File: src/rtl/stego_decode.sv
// Purpose  : recovers one hidden bit per 8x8 DCT block (coefficient at EMBED_IDX, quantized by 1/18,
//            LSB descrambled with a three-LFSR keystream) and packs the bits LSB-first into bytes.
// Latency  : msg_bit_valid rises 2 cycles after the clock edge that samples the embed-index coefficient.
// Backpress: none; strobes are single-cycle and the consumer must take them.
// Ports    : clk/rst (async active-high); coef_in/coef_valid/blk_sync in; msg_bit/msg_bit_valid,
//            msg_byte/msg_byte_valid, byte_cnt out.
module stego_decode #(
  parameter int          EMBED_IDX = 43,
  parameter int          Q_RECIP   = 228,
  parameter logic [18:0] SEED_1    = 19'd1876,
  parameter logic [21:0] SEED_2    = 22'd20007,
  parameter logic [22:0] SEED_3    = 23'd14376
) (
  input  logic        clk,
  input  logic        rst,
  input  logic [11:0] coef_in,
  input  logic        coef_valid,
  input  logic        blk_sync,
  output logic        msg_bit,
  output logic        msg_bit_valid,
  output logic [7:0]  msg_byte,
  output logic        msg_byte_valid,
  output logic [15:0] byte_cnt
);

  localparam logic [5:0]         EMBED   = EMBED_IDX[5:0];
  localparam logic signed [20:0] Q_MULT  = 21'(Q_RECIP);

  // Index counter and stage 1
  logic [5:0]  idx_q, idx_d, idx_eff;
  logic [11:0] s1_coef_q, s1_coef_d;
  logic        s1_v_q, s1_v_d;

  // Stage 2
  logic signed [20:0] p;
  logic [20:0]        m;
  logic [10:0]        m_frac_unused;
  logic [8:0]         qm, q;
  logic [7:0]         q_hi_unused;
  logic               s2_lsb_q, s2_lsb_d;
  logic               s2_v_q, s2_v_d;

  // Output stage
  logic [18:0] lfsr_1_q, lfsr_1_d;
  logic [21:0] lfsr_2_q, lfsr_2_d;
  logic [22:0] lfsr_3_q, lfsr_3_d;
  logic [6:0]  shift_q, shift_d;
  logic [2:0]  ptr_q, ptr_d;
  logic        msg_bit_q, msg_bit_d;
  logic        msg_bit_valid_q, msg_bit_valid_d;
  logic [7:0]  msg_byte_q, msg_byte_d;
  logic        msg_byte_valid_q, msg_byte_valid_d;
  logic [15:0] byte_cnt_q, byte_cnt_d;
  logic        ks, out_bit;

  // blk_sync forces the current coefficient to index 0, so a sync landing on
  // what would have been the embed slot does not extract.
  always_comb begin
    idx_eff   = blk_sync ? 6'd0 : idx_q;
    idx_d     = idx_q;
    s1_v_d    = 1'b0;
    s1_coef_d = s1_coef_q;
    if (coef_valid) begin
      idx_d = idx_eff + 6'd1;
      if (idx_eff == EMBED) begin
        s1_v_d    = 1'b1;
        s1_coef_d = coef_in;
      end
    end
  end

  // Quantize by 1/18: round half up on the magnitude, then restore the sign.
  // |p| <= 2048*228 so 21 signed bits never overflow.
  always_comb begin
    p             = $signed({{9{s1_coef_q[11]}}, s1_coef_q}) * Q_MULT;
    m             = p[20] ? 21'(-p) : 21'(p);
    m_frac_unused = m[10:0];
    qm            = m[20:12] + {8'd0, m[11]};
    q             = p[20] ? 9'(-qm) : qm;
    q_hi_unused   = q[8:1];
    s2_lsb_d      = q[0];
    s2_v_d        = s1_v_q;
  end

  // Keystream sampled before the LFSRs step; they only advance on extracted bits.
  always_comb begin
    ks               = lfsr_1_q[18] ^ lfsr_2_q[21] ^ lfsr_3_q[22];
    out_bit          = s2_lsb_q ^ ks;
    lfsr_1_d         = lfsr_1_q;
    lfsr_2_d         = lfsr_2_q;
    lfsr_3_d         = lfsr_3_q;
    shift_d          = shift_q;
    ptr_d            = ptr_q;
    msg_bit_d        = msg_bit_q;
    msg_bit_valid_d  = 1'b0;
    msg_byte_d       = msg_byte_q;
    msg_byte_valid_d = 1'b0;
    byte_cnt_d       = byte_cnt_q;
    if (s2_v_q) begin
      msg_bit_d       = out_bit;
      msg_bit_valid_d = 1'b1;
      lfsr_1_d = {lfsr_1_q[17:0], lfsr_1_q[18] ^ lfsr_1_q[17] ^ lfsr_1_q[16] ^ lfsr_1_q[13]};
      lfsr_2_d = {lfsr_2_q[20:0], lfsr_2_q[21] ^ lfsr_2_q[20]};
      lfsr_3_d = {lfsr_3_q[21:0], lfsr_3_q[22] ^ lfsr_3_q[21] ^ lfsr_3_q[20] ^ lfsr_3_q[7]};
      if (ptr_q == 3'd7) begin
        // 8th bit goes straight into the byte; no need to park it in the shifter.
        msg_byte_d       = {out_bit, shift_q};
        msg_byte_valid_d = 1'b1;
        byte_cnt_d       = byte_cnt_q + 16'd1;
        ptr_d            = 3'd0;
      end else begin
        shift_d[ptr_q] = out_bit;
        ptr_d          = ptr_q + 3'd1;
      end
    end
  end

  always_ff @(posedge clk or posedge rst) begin
    if (rst) begin
      idx_q            <= 6'd0;
      s1_coef_q        <= 12'd0;
      s1_v_q           <= 1'b0;
      s2_lsb_q         <= 1'b0;
      s2_v_q           <= 1'b0;
      lfsr_1_q         <= SEED_1;
      lfsr_2_q         <= SEED_2;
      lfsr_3_q         <= SEED_3;
      shift_q          <= 7'd0;
      ptr_q            <= 3'd0;
      msg_bit_q        <= 1'b0;
      msg_bit_valid_q  <= 1'b0;
      msg_byte_q       <= 8'd0;
      msg_byte_valid_q <= 1'b0;
      byte_cnt_q       <= 16'd0;
    end else begin
      idx_q            <= idx_d;
      s1_coef_q        <= s1_coef_d;
      s1_v_q           <= s1_v_d;
      s2_lsb_q         <= s2_lsb_d;
      s2_v_q           <= s2_v_d;
      lfsr_1_q         <= lfsr_1_d;
      lfsr_2_q         <= lfsr_2_d;
      lfsr_3_q         <= lfsr_3_d;
      shift_q          <= shift_d;
      ptr_q            <= ptr_d;
      msg_bit_q        <= msg_bit_d;
      msg_bit_valid_q  <= msg_bit_valid_d;
      msg_byte_q       <= msg_byte_d;
      msg_byte_valid_q <= msg_byte_valid_d;
      byte_cnt_q       <= byte_cnt_d;
    end
  end

  assign msg_bit        = msg_bit_q;
  assign msg_bit_valid  = msg_bit_valid_q;
  assign msg_byte       = msg_byte_q;
  assign msg_byte_valid = msg_byte_valid_q;
  assign byte_cnt       = byte_cnt_q;

endmodule

File: config.mk
export PLATFORM = sky130hd
export DESIGN_NAME = stego_decode
export DESIGN_NICKNAME = d
export VERILOG_FILES = /design/src/rtl/stego_decode.sv
export SDC_FILE = /design/constraint.sdc
export NUM_CORES = 1
export LEC_CHECK = 0
export BUFFER_PORTS_ARGS = -buffer_cell sky130_fd_sc_hd__buf_2
export CAP_MARGIN = 20
export CORE_ASPECT_RATIO = 0.75
export CORE_MARGIN = 2
export CORE_UTILIZATION = 38
export CTS_CLUSTER_SIZE = 10
export DETAILED_ROUTE_END_ITERATION = 8
export PLACE_DENSITY = 0.6
export RECOVER_POWER = 50
export REMOVE_ABC_BUFFERS = 1
export SLEW_MARGIN = 20
export SYNTH_ARGS = -nofsm -noshare
export SYNTH_HDL_FRONTEND = slang
export SYNTH_SLANG_ARGS = --single-unit
File: constraint.sdc
create_clock -name clk -period 4.7 [get_ports clk]
set_input_delay 0.94 -clock clk [delete_from_list [all_inputs] [get_ports clk]]
set_output_delay 0.94 -clock clk [all_outputs]
set_load 0.02 [all_outputs]
### Yosys cells after proc, flatten, opt, wreduce, memory -nomap -nowiden

Index checks and enable logic that the tools add are counted.

| word-level totals | value |
|---|---|
| memories kept | 0 |
| memory bits (writable) | 0 |
| bits in latches | 0 |
| bits in read-only memories | 0 |
| register bits | 122 |
| output and inout bits | 27 |
| input port bits | 16 |

| cells by class | value |
|---|---|
| $add $sub $neg | 6 |
| muxes and demuxes | 12 |
| shift-type cells | 0 |
| reductions and logical operators | 4 |
| divide/modulo/power cells | 0 |
| $mul | 1 |
| order comparisons | 2 |
| bitwise operators | 11 |
| equal/unequal tests | 2 |

Operator list:

| kind | number |
|---|---|
| multiplier 12 x 7 -> 19 bit (second input constant) | 1 |
| adder 16 x 1 -> 16 bit (second input constant) | 1 |
| two-way mux 13 bit | 1 |
| negation 13 bit | 1 |
| XOR 1 bit | 10 |
| bitwise mux 7 bit | 1 |
| two-way mux 1 bit | 7 |
| adder 6 x 1 -> 6 bit (second input constant) | 1 |
| == test 6 bit (second input constant) | 1 |
| two-way mux 6 bit | 1 |
| AND reduction 2 bit | 3 |
| less-than comparator 3 x 4 -> 1 bit (second input constant) | 1 |
| adder 3 x 1 -> 3 bit (second input constant) | 1 |
| demux 1 bit (select 3 bit) | 1 |
| == test 3 bit (second input constant) | 1 |
| >= comparator 3 x 1 -> 1 bit (second input constant) | 1 |
| two-way mux 3 bit | 1 |
| adder 1 bit | 1 |
| logical AND 1 bit | 1 |
| negation 1 bit | 1 |
| inverter 1 bit | 1 |

### Depth between registers and ports, before layout

Gate-level depths: netlist (run 1).

| depth | value |
|---|---|
| depth in word-level cells | 6 |
| mapped depth | 17 |

### Worst setup path before layout (run 1)

OpenSTA, ideal clock, no wires.

| timing | value |
|---|---|
| path type | flip-flop to flip-flop |
| start | register s1_coef_q[2] |
| end | register s2_lsb_q |
| arrival | 3875 ps |
| cell stages (with the launch flop) | 16 |
| required time | 4613 ps |
| path slack | 739 ps |
| clock period less this slack | 3961 ps |
| buffers on the path | 0 |
| cell sequence | dfrtp_1 inv_1 ha_1 inv_1 fa_1 inv_1 ha_1 fa_1 ha_1 a211oi_2 o21bai_2 a2111oi_4 o21ai_2 xor2_1 or4_1 o211ai_1 |

| on the way | value |
|---|---|
| word-level cells in the longest chain between the ends | 6 |

Ends and longest elaborated chain:

| item | line | source |
|---|---|---|
| start: declaration | 31 | `logic [11:0] s1_coef_q, s1_coef_d;` |
| start signal: assignment | 137 | `s1_coef_q <= s1_coef_d;` |
| multiplier 12 x 7 -> 19 bit (*) | 75 | `p = $signed({{9{s1_coef_q[11]}}, s1_coef_q}) * Q_MULT;` |
| negation 13 bit | 76 | `m = p[20] ? 21'(-p) : 21'(p);` |
| two-way mux 13 bit | 76 |  |
| adder 1 bit | 78 | `qm = m[20:12] + {8'd0, m[11]};` |
| negation 1 bit | 79 | `q = p[20] ? 9'(-qm) : qm;` |
| two-way mux 1 bit (*) | 79 |  |
| via q[0] | 38 | `logic [8:0] qm, q;` |
| end signal: assignment | 139 | `s2_lsb_q <= s2_lsb_d;` |
| end: declaration | 40 | `logic s2_lsb_q, s2_lsb_d;` |

Mark *: on every way through the listed nets, which the timed path passes. The rest lies on a longest branch.
A chain may end at the register's enable or synchronous reset.

### Worst setup path in the final report (run 1)

Same ends and word-level chain as after synthesis.

==> results of run 1 <==
==> cell usage in the layout, fill, tap and decap left out, drive strengths merged, types with 2 or more instances in the layout <==
| cell type | n |
|---|---|
| dfstp | 19 |
| nor2 | 12 |
| buf | 44 |
| and3 | 6 |
| xnor2 | 28 |
| o21bai | 3 |
| mux2 | 83 |
| xor2 | 7 |
| o211ai | 2 |
| fa | 21 |
| clkinv | 2 |
| clkinvlp | 3 |
| a21oi | 14 |
| o22ai | 3 |
| bufinv | 4 |
| inv | 56 |
| o21ai | 18 |
| dfrtp | 103 |
| nor3b | 3 |
| clkbuf | 24 |
| nand3 | 12 |
| nand2 | 27 |
| nor3 | 4 |
| a211o | 2 |
| nand4 | 3 |
| ha | 48 |
| nor2b | 3 |
| nand2b | 3 |
==> where the power goes <==
| group | internal [uW] | switching [uW] |
|---|---|---|
| combinational | 70.5 | 103 |
| sequential | 1060 | 10.6 |
| clock | 916 | 459 |
| total | 2050 | 572 |
==> per-layer routing <==
| metal | wire length, um | vias up | global-route usage | share of wire |
|---|---|---|---|---|
| met3 | 332 | 13 | 0.04114 | 0.032 |
| met5 | 0 | - | 0 | 0 |
| met2 | 4782 | 44 | 0.2006 | 0.47 |
| li1 | - | 1823 | - | - |
| met4 | 128 | 0 | 0.05000 | 0.012 |
| met1 | 5017 | 1805 | 0.1671 | 0.49 |
==> Yosys cell counts (all sizes together), types with 2 or more instances <==
| cell | number | area, sq um |
|---|---|---|
| nand2b | 3 | 18.77 |
| and3 | 6 | 37.54 |
| nor2 | 12 | 45.04 |
| a21oi | 14 | 70.07 |
| o22ai | 3 | 18.77 |
| o21ai | 18 | 93.84 |
| fa | 21 | 420.4 |
| clkbuf | 9 | 33.78 |
| buf | 3 | 11.26 |
| ha | 48 | 600.6 |
| a211o | 2 | 18.77 |
| nor2b | 3 | 18.77 |
| dfstp | 19 | 499.2 |
| nand4 | 3 | 18.77 |
| inv | 55 | 206.5 |
| o211ai | 2 | 15.01 |
| nor3b | 3 | 22.52 |
| nand3 | 12 | 60.06 |
| xnor2 | 28 | 245.2 |
| nor3 | 4 | 20.02 |
| nand2 | 27 | 101.4 |
| o21bai | 3 | 26.27 |
| xor2 | 7 | 61.31 |
| mux2 | 83 | 934.7 |
| dfrtp | 103 | 2577 |
==> area by class of cell <==
cell class	instances	area share
repair buffers	46	0.03219
clock buffers	22	0.06286
flip-flops and latches	122	0.4168
inverters	55	0.02796
well taps	210	0.03558
clock inverters	10	0.02237
multi-input cells	314	0.4022
==> sequential cells by signal, indices dropped and copies added (netlist names) <==
name	cells
lfsr_3_q	23
lfsr_2_q	22
lfsr_1_q	19
byte_cnt	16
s1_coef_q	12
msg_byte	8
shift_q	7
idx_q	6
ptr_q	3
msg_bit	1
msg_bit_valid	1
msg_byte_valid	1
s1_v_q	1
s2_lsb_q	1
s2_v_q	1
==> stage by stage <==
step	hold WS, ns	setup slack, ns
final	0.3493	0.4850
after global routing	0.3539	0.2115
after CTS	0.3503	0.4599
after detailed placement	0.3363	0.4892
after global placement	0.3471	0.6103
after floorplan	0.3312	0.5489
==> kinds of logic (layout without fill, tap and decap cells) <==
family                   count (synthesis)  count (layout)  share of synthesized area
AO/OA/AOI/OAI                           50              50                    0.05270
flip-flops                             122             122                     0.4890
buffers and inverters                   67             133                    0.03997
multiplexers                            83              83                     0.1485
AND/OR/NAND/NOR                         77              77                    0.05886
XOR/XNOR                                35              35                    0.04872
adder cells (fa/ha/maj)                 69              69                     0.1623
==> final timing paths <==
check                                      endpoint  slack (ns)
max                              s2_lsb_q$_DFF_PP0_        0.48
min                                s2_v_q$_DFF_PP0_        0.35
max reg2reg                      s2_lsb_q$_DFF_PP0_        0.48
min reg2reg                        s2_v_q$_DFF_PP0_        0.35
max in group asynchronous          s2_v_q$_DFF_PP0_        1.39
min in group asynchronous  s1_coef_q[4]$_DFFE_PP0P_        1.50
==> critical path: cells and delay by family, from the launching register on <==
kind,cells,cell delay [ns]
AND/OR/NAND/NOR,1,0.52
AO/OA/AOI/OAI,5,0.93
XOR/XNOR,1,0.16
adder cells (fa/ha/maj),5,1.92
buffers and inverters,3,0.18
flip-flops,1,0.41
==> impl_metrics.yaml, run 1 <==
timing:
  hold_violations: 0
  fin_crit_ns: 4.215
  period_share: 0.8968
  worst_pin_slew_ns: 2.779
  rsz0062_at_grt: "false"
  maxSlewHeadroom: -0.8529
  finalSetupViolCount: 0
  clock_skew_ns: 0.01125
  max_freq_mhz: 237.2
  drv_slew: 75
  finalSetupTns_ns: 0
grt:
  grt_overflow: 0
  grt_max_degree: 75
  grt_use_total: 0.1277
  antenna_found_initial: 0
  grt_pass1_wl_um: 17880
  grt_pass1_vias: 3746
routing:
  remaining_drc_errors: 0
  drt_iter0_markers: 171
  vias: 3685
  avgViaCountPerCell: 4.730
  wl_per_cell_um: 13.17
  routed_wl_um: 10260
  drt_first_pass_iters: 4
  drtAntennaViolNets: 0
worst_setup_path:
  worst-r2r-cell-count: 15
  worstPathCellList: "inv_1 -> ha_1 -> inv_1 -> fa_1 -> inv_1 -> ha_1 -> fa_1 -> ha_1 -> a211oi_2 -> o21bai_2 -> a2111oi_4 -> o21ai_2 -> xor2_1 -> or4_1 -> o211ai_1"
  critPathKind: "flop to flop"
  startpoint_type: "flop"
  critPathLaunch: "s1_coef_q[2]$_DFFE_PP0P_"
  critPathMaxFanout: 5
  cp.arrival_ns: 4.54
  reg2reg_from: "s1_coef_q[2]$_DFFE_PP0P_"
  endpoint_kind: "flop"
  crit_path_top_delay_cell: "or4_1"
  slowest_delay_ns: 0.52
  critical_path_required_ns: 5.02
floorplan:
  core_sq_um: 16120
  ios: 43
  die_area_sq_um: 17610
  rows: 40
  die_h_um: 115.4
  die_x_um: 152.6
  start_util: 0.3905
finish:
  fin_nets: 641
  drive_above_1_share: 0.3181
  multi_input_area_sq_um: 2970
  regArea_sq_um: 3078
  final_core_util: 0.4582
  stdcell_count: 779
  area_growth_syn_to_layout_pct: 17.36
  stdcell_area_sq_um: 7385
  fillers: 1503
  antennaDiodeCount: 0
synth:
  async_flop_share: 1.000
  synth_seq_area_share: 0.4890
  syn_avg_cell_area_sq_um: 12.51
  yosys_warnings: 0
  ys.flop_type: "dfrtp_1"
  ys_types: 42
  ys_ff_latch: 122
  synth_cells: 503
  synth_edf_count: 0
  syn_area_sq_um: 6292
place:
  hpwl_um: 7260
  dp.cells: 747
  place_area_sq_um: 6760
  io_buffer_count: 42
  place_congestion: 0.8184
clocking:
  cts_root_buf: "clkbuf_16"
  clk_latency_ns: 0.41
  cts_sinks: 122
  cts_hold_buf: 0
  htreeDepth: 4
  post-cts-setup-buffers: 0
  tritoncts: "yes"
  numCtsBuffers: 17
  clk_path_buf_depth: 2
  cts_resized: 0
  clkSlewWorstSetupHoldPaths_ns: 0.05
power_and_ir_drop:
  ir_drop_mv: 0.2362
  finalPower_uw: 2624
  power.density_nw_per_um2: 355.3
  p_leak_uw: 0.003655
worst_hold_path:
  min-delay-start: "s1_v_q$_DFF_PP0_"
  hold_class: "flop to flop"
  min_delay_path_depth: 0
outcome:
  status: "complete, but fails checks"
  violations: "max-capacitance violations, max-slew violations"
run:
  maxCapViolations: 1
Note: power is estimated with default switching activity, not from simulation.
==> inputs of run 2 (changes only) <==
CORE_ASPECT_RATIO = 1.2   (was 0.75)
==> impl_metrics.yaml, run 2 (synthesis gave the netlist of run 1 again) <==
clocking:
  clkSlewWorstSetupHoldPaths_ns: 0.05
  htreeDepth: 4
  cts_root_buf: "clkbuf_16"
  cts_hold_buf: 0
  cts_sinks: 122
  clk_path_buf_depth: 2
  clk_latency_ns: 0.41
  post-cts-setup-buffers: 0
  numCtsBuffers: 17
  cts_resized: 0
  tritoncts: "yes"
grt:
  antenna_found_initial: 0
  grt_pass1_vias: 3925
  grt_pass1_wl_um: 17500
  grt_overflow: 0
  grt_use_total: 0.1253
  grt_max_degree: 73
timing:
  whs_ns: 0.3537
  finalSetupViolCount: 0
  worst_pin_slew_ns: 2.470
  clock_skew_ns: 0.009127
  drv_slew: 58
  period_share: 0.8920
  fin_crit_ns: 4.192
  max_freq_mhz: 238.5
  rsz0062_at_grt: "false"
  maxSlewHeadroom: -0.6555
  hold_violations: 0
  finalSetupTns_ns: 0
finish:
  largest_register: "lfsr_3_q"
  antennaDiodeCount: 0
  stdcell_area_sq_um: 7390
  reg.largest.list: "lfsr_3_q: 23 flops, lfsr_2_q: 22 flops, lfsr_1_q: 19 flops"
  largest_reg_flops: 23
  final_cell_mix: "dfrtp_1 (102), mux2_2 (82), inv_1 (54), ha_1 (48), buf_2 (40)"
  fin_nets: 641
  regArea_sq_um: 3078
  multi_input_area_sq_um: 2970
  area_growth_syn_to_layout_pct: 17.44
  stdcell_count: 781
  final_core_util: 0.4559
  final_common_cell: "dfrtp_1"
  drive_above_1_share: 0.3163
  fillers: 1507
place:
  hpwl_um: 7271
  io_buffer_count: 42
  place_area_sq_um: 6763
  place_congestion: 0.7746
  dp.cells: 749
worst_hold_path:
  hold_class: "flop to flop"
  min-delay-start: "s1_v_q$_DFF_PP0_"
routing:
  avgViaCountPerCell: 4.813
  remaining_drc_errors: 0
  drtAntennaViolNets: 0
  drt_first_pass_iters: 4
  drt_iter0_markers: 168
  wl_per_cell_um: 12.78
  vias: 3759
  routed_wl_um: 9985
power_and_ir_drop:
  power.density_nw_per_um2: 354.7
  p_leak_uw: 0.003660
  ir_drop_mv: 0.2212
floorplan:
  die_h_um: 145.0
  die_x_um: 121.5
  core_sq_um: 16210
  rows: 51
  ios: 43
  die_area_sq_um: 17610
  start_util: 0.3882
worst_setup_path:
  cp.arrival_ns: 4.51
  critPathMaxFanout: 5
  critical_path_required_ns: 5.02
  reg2reg_from: "s1_coef_q[2]$_DFFE_PP0P_"
  startpoint_type: "flop"
  critPathLaunch: "s1_coef_q[2]$_DFFE_PP0P_"
  endpoint_kind: "flop"
  critPathKind: "flop to flop"
outcome:
  violations: "max-capacitance violations, max-slew violations"
  status: "complete, but fails checks"
run:
  maxCapViolations: 2
## run 2: cell types whose count changed in the layout (fill, tap and decap cells not counted)
| cell | change |
|---|---|
| clkinvlp_4 | -3 |
| clkbuf_1 | +2 |
| clkbuf_8 | +2 |
| buf_4 | -1 |
| clkinv_2 | +1 |
| clkinvlp_2 | +1 |
| inv_1 | -1 |
| inv_6 | -1 |
## run 2: critical path: stages (launching register included)
cell       delay, ns
dfrtp_1         0.42
inv_1           0.08
ha_1            0.28
inv_1           0.05
fa_1            0.50
inv_1           0.04
ha_1            0.30
fa_1            0.47
ha_1            0.37
a211oi_2        0.22
o21bai_2        0.13
a2111oi_4       0.34
o21ai_2         0.12
xor2_1          0.16
or4_1           0.52
o211ai_1        0.09
## run 2: layer usage
layer | routed length, um | vias up | GRT usage
li1 | - | 1820 | -
met1 | 4191 | 1875 | 0.1386
met2 | 5247 | 51 | 0.2171
met3 | 394 | 13 | 0.04481
met4 | 151 | 0 | 0.04943
met5 | 0 | - | 0
## run 2: where the power goes
part | switching (uW) | total [uW] | internal (uW)
Combinational | 102 | 172 | 70.0
Clock | 431 | 1370 | 943
Sequential | 10.7 | 1080 | 1070
Total | 544 | 2620 | 2080
## run 2: stage by stage
step                setup WS, ns  power, uW
floorplan                 0.5489       1224
global placement          0.6176       1262
detailed placement        0.5380       1270
CTS                       0.5080       2668
global route              0.2923       2738
finish                    0.5076       2621
## run 2: final cells by class
class,count,share of cell area
inverter,55,0.02811
multi-input combinational,314,0.4020
clock buffer,25,0.06705
sequential,122,0.4165
tap,212,0.03590
clock inverter,7,0.01879
timing repair buffer,46,0.03166
## run 2: worst paths after layout
kind	endpoint	slack (ns)	depth (start not counted)
max	s2_lsb_q$_DFF_PP0_	0.51	15
min	s2_v_q$_DFF_PP0_	0.35	0
max reg2reg	s2_lsb_q$_DFF_PP0_	0.51	15
min reg2reg	s2_v_q$_DFF_PP0_	0.35	0
max in group asynchronous	lfsr_2_q[4]$_DFFE_PP0P_	1.32	3
min in group asynchronous	s1_coef_q[5]$_DFFE_PP0P_	1.19	2
==> inputs of run 3 (changes only) <==
BUFFER_PORTS_ARGS = not set   (was -buffer_cell sky130_fd_sc_hd__buf_2)
DONT_BUFFER_PORTS = 1   (was not set)
PLACE_DENSITY = not set   (was 0.6)
PLACE_DENSITY_LB_ADDON = 0.12   (was not set)
SLEW_MARGIN = 15   (was 20)
==> impl_metrics.yaml, run 3 (synthesis gave the netlist of run 1 again) <==
worst_setup_path:
  reg2reg_from: "s1_coef_q[2]$_DFFE_PP0P_"
  worst-r2r-cell-count: 15
  r2r-end: "s2_lsb_q$_DFF_PP0_"
  reg2reg_slack_ns: 0.55
  startpoint_type: "flop"
  endpoint_kind: "flop"
  critical_path_required_ns: 5.03
  slowest_delay_ns: 0.52
  crit_path_top_delay_cell: "or4_1"
  cp.arrival_ns: 4.48
  critPathKind: "flop to flop"
  critPathMaxFanout: 5
  worstPathCellList: "inv_1 -> ha_1 -> inv_1 -> fa_1 -> inv_1 -> ha_1 -> fa_1 -> ha_1 -> a211oi_2 -> o21bai_2 -> a2111oi_4 -> o21ai_2 -> xor2_1 -> or4_1 -> o211ai_1"
timing:
  maxSlewHeadroom: -0.5291
  drv_slew: 83
  max_freq_mhz: 241.1
  finalSetupTns_ns: 0
  fin_crit_ns: 4.148
  rsz0062_at_grt: "false"
  hold_violations: 0
  finalSetupViolCount: 0
  clock_skew_ns: 0.009772
  period_share: 0.8825
  worst_pin_slew_ns: 2.294
worst_hold_path:
  min_delay_path_depth: 0
  hold_class: "flop to flop"
  worstHoldEndpoint: "s2_v_q$_DFF_PP0_"
  min-delay-start: "s1_v_q$_DFF_PP0_"
power_and_ir_drop:
  swShare: 0.2259
  pwr-share-clk: 0.528
  internal_power_uw: 2036
  p_leak_uw: 0.003445
  power.density_nw_per_um2: 366.2
  power_frac_comb: 0.063
  switching_power_uw: 594.3
  pwr-share-seq: 0.409
  ir_drop_mv: 0.2882
finish:
  antennaDiodeCount: 0
  area_growth_syn_to_layout_pct: 14.16
  largest_register: "lfsr_3_q"
  reg.largest.list: "lfsr_3_q: 23 flops, lfsr_2_q: 22 flops, lfsr_1_q: 19 flops"
  final_common_cell: "dfrtp_1"
  largest_reg_flops: 23
  final_core_util: 0.4432
  stdcell_area_sq_um: 7183
  fin_nets: 600
  final_cell_mix: "dfrtp_1 (102), mux2_2 (82), inv_1 (54), ha_1 (48), xnor2_1 (28)"
  drive_above_1_share: 0.2689
clocking:
  clkSlewWorstSetupHoldPaths_ns: 0.06
  cts_sinks: 122
  cts_resized: 0
  cts_root_buf: "clkbuf_16"
  clk_latency_ns: 0.42
  htreeDepth: 4
  clk_path_buf_depth: 2
  numCtsBuffers: 17
  cts_hold_buf: 0
  post-cts-setup-buffers: 0
  tritoncts: "yes"
place:
  io_buffer_count: 0
  place_area_sq_um: 6553
  hpwl_um: 7416
  place_congestion: 0.7630
floorplan:
  die_x_um: 121.5
  die_h_um: 145.0
  rows: 51
  die_area_sq_um: 17610
  ios: 43
  core_sq_um: 16210
  start_util: 0.3882
grt:
  grt_use_total: 0.1310
  grt_overflow: 0
  grt_max_degree: 81
  grt_pass1_vias: 3775
  grt_pass1_wl_um: 17890
  antenna_found_initial: 0
outcome:
  violations: "max-capacitance violations, max-slew violations"
  status: "complete, but fails checks"
routing:
  vias: 3649
  drt_iter0_markers: 139
  routed_wl_um: 10550
  remaining_drc_errors: 0
  wl_per_cell_um: 14.26
  avgViaCountPerCell: 4.931
  drt_first_pass_iters: 4
  drtAntennaViolNets: 0
run:
  maxCapViolations: 2
run 3: area by class of cell:
type / count / area, sq um
Clock buffer: 19 / 442.9
Clock inverter: 13 / 192.7
Fill cell: 1542 / 9025
Inverter: 55 / 207.7
Multi-Input combinational cell: 314 / 2970
Sequential cell: 122 / 3078
Tap cell: 212 / 265.3
Timing Repair Buffer: 5 / 26.28
run 3: worst max-delay path, delay by kind of cell (launching register included):
family | cells | cell delay, ns
AO/OA/AOI/OAI | 5 | 0.90
buffers and inverters | 3 | 0.17
XOR/XNOR | 1 | 0.15
adder cells (fa/ha/maj) | 5 | 1.89
flip-flops | 1 | 0.42
AND/OR/NAND/NOR | 1 | 0.52
run 3: worst max-delay path by stage:
| stage | startpoint | endpoint | slack (ns) | cells after the start |
|---|---|---|---|---|
| 2_1_floorplan | rst | byte_cnt[0]$_DFFE_PP0P_ | 0.55 | 1 |
| 3_3_place_gp | s1_coef_q[2]$_DFFE_PP0P_ | s2_lsb_q$_DFF_PP0_ | 0.60 | 15 |
| 3_5_place_dp | s1_coef_q[2]$_DFFE_PP0P_ | s2_lsb_q$_DFF_PP0_ | 0.56 | 15 |
| 4_1_cts | s1_coef_q[2]$_DFFE_PP0P_ | s2_lsb_q$_DFF_PP0_ | 0.53 | 15 |
| 5_1_grt | s1_coef_q[2]$_DFFE_PP0P_ | s2_lsb_q$_DFF_PP0_ | 0.33 | 15 |
| 6_report | s1_coef_q[2]$_DFFE_PP0P_ | s2_lsb_q$_DFF_PP0_ | 0.55 | 15 |
run 3: stage by stage:
| stage | worst slack, ns | std cells | power (uW) | hold slack [ns] |
|---|---|---|---|---|
| 6_report | 0.5521 | 740 | 2630 | 0.3451 |
| 3_5_place_dp | 0.5557 | 707 | 1263 | 0.3400 |
| 4_1_cts | 0.5289 | 739 | 2674 | 0.3467 |
| 3_3_place_gp | 0.6016 | 707 | 1257 | 0.3379 |
| 5_1_grt | 0.3275 | 740 | 2748 | 0.3478 |
| 2_1_floorplan | 0.5489 | 491 | 1224 | 0.3312 |
run 3: per-layer routing:
metal  track usage  part of all wire
met4       0.06609             0.025
met1        0.1517              0.43
met3       0.03852             0.027
met2        0.2183              0.52
met5             0                 0
run 3: power by group through the flow:
| stage | clock network (uW) | registers [uW] | logic, uW |
|---|---|---|---|
| final | 1390 | 1080 | 165 |
| after global routing | 1480 | 1080 | 191 |
| after CTS | 1430 | 1080 | 170 |
| after detailed placement | 0 | 1090 | 169 |
| after global placement | 0 | 1090 | 164 |
| after floorplan | 0 | 1090 | 134 |
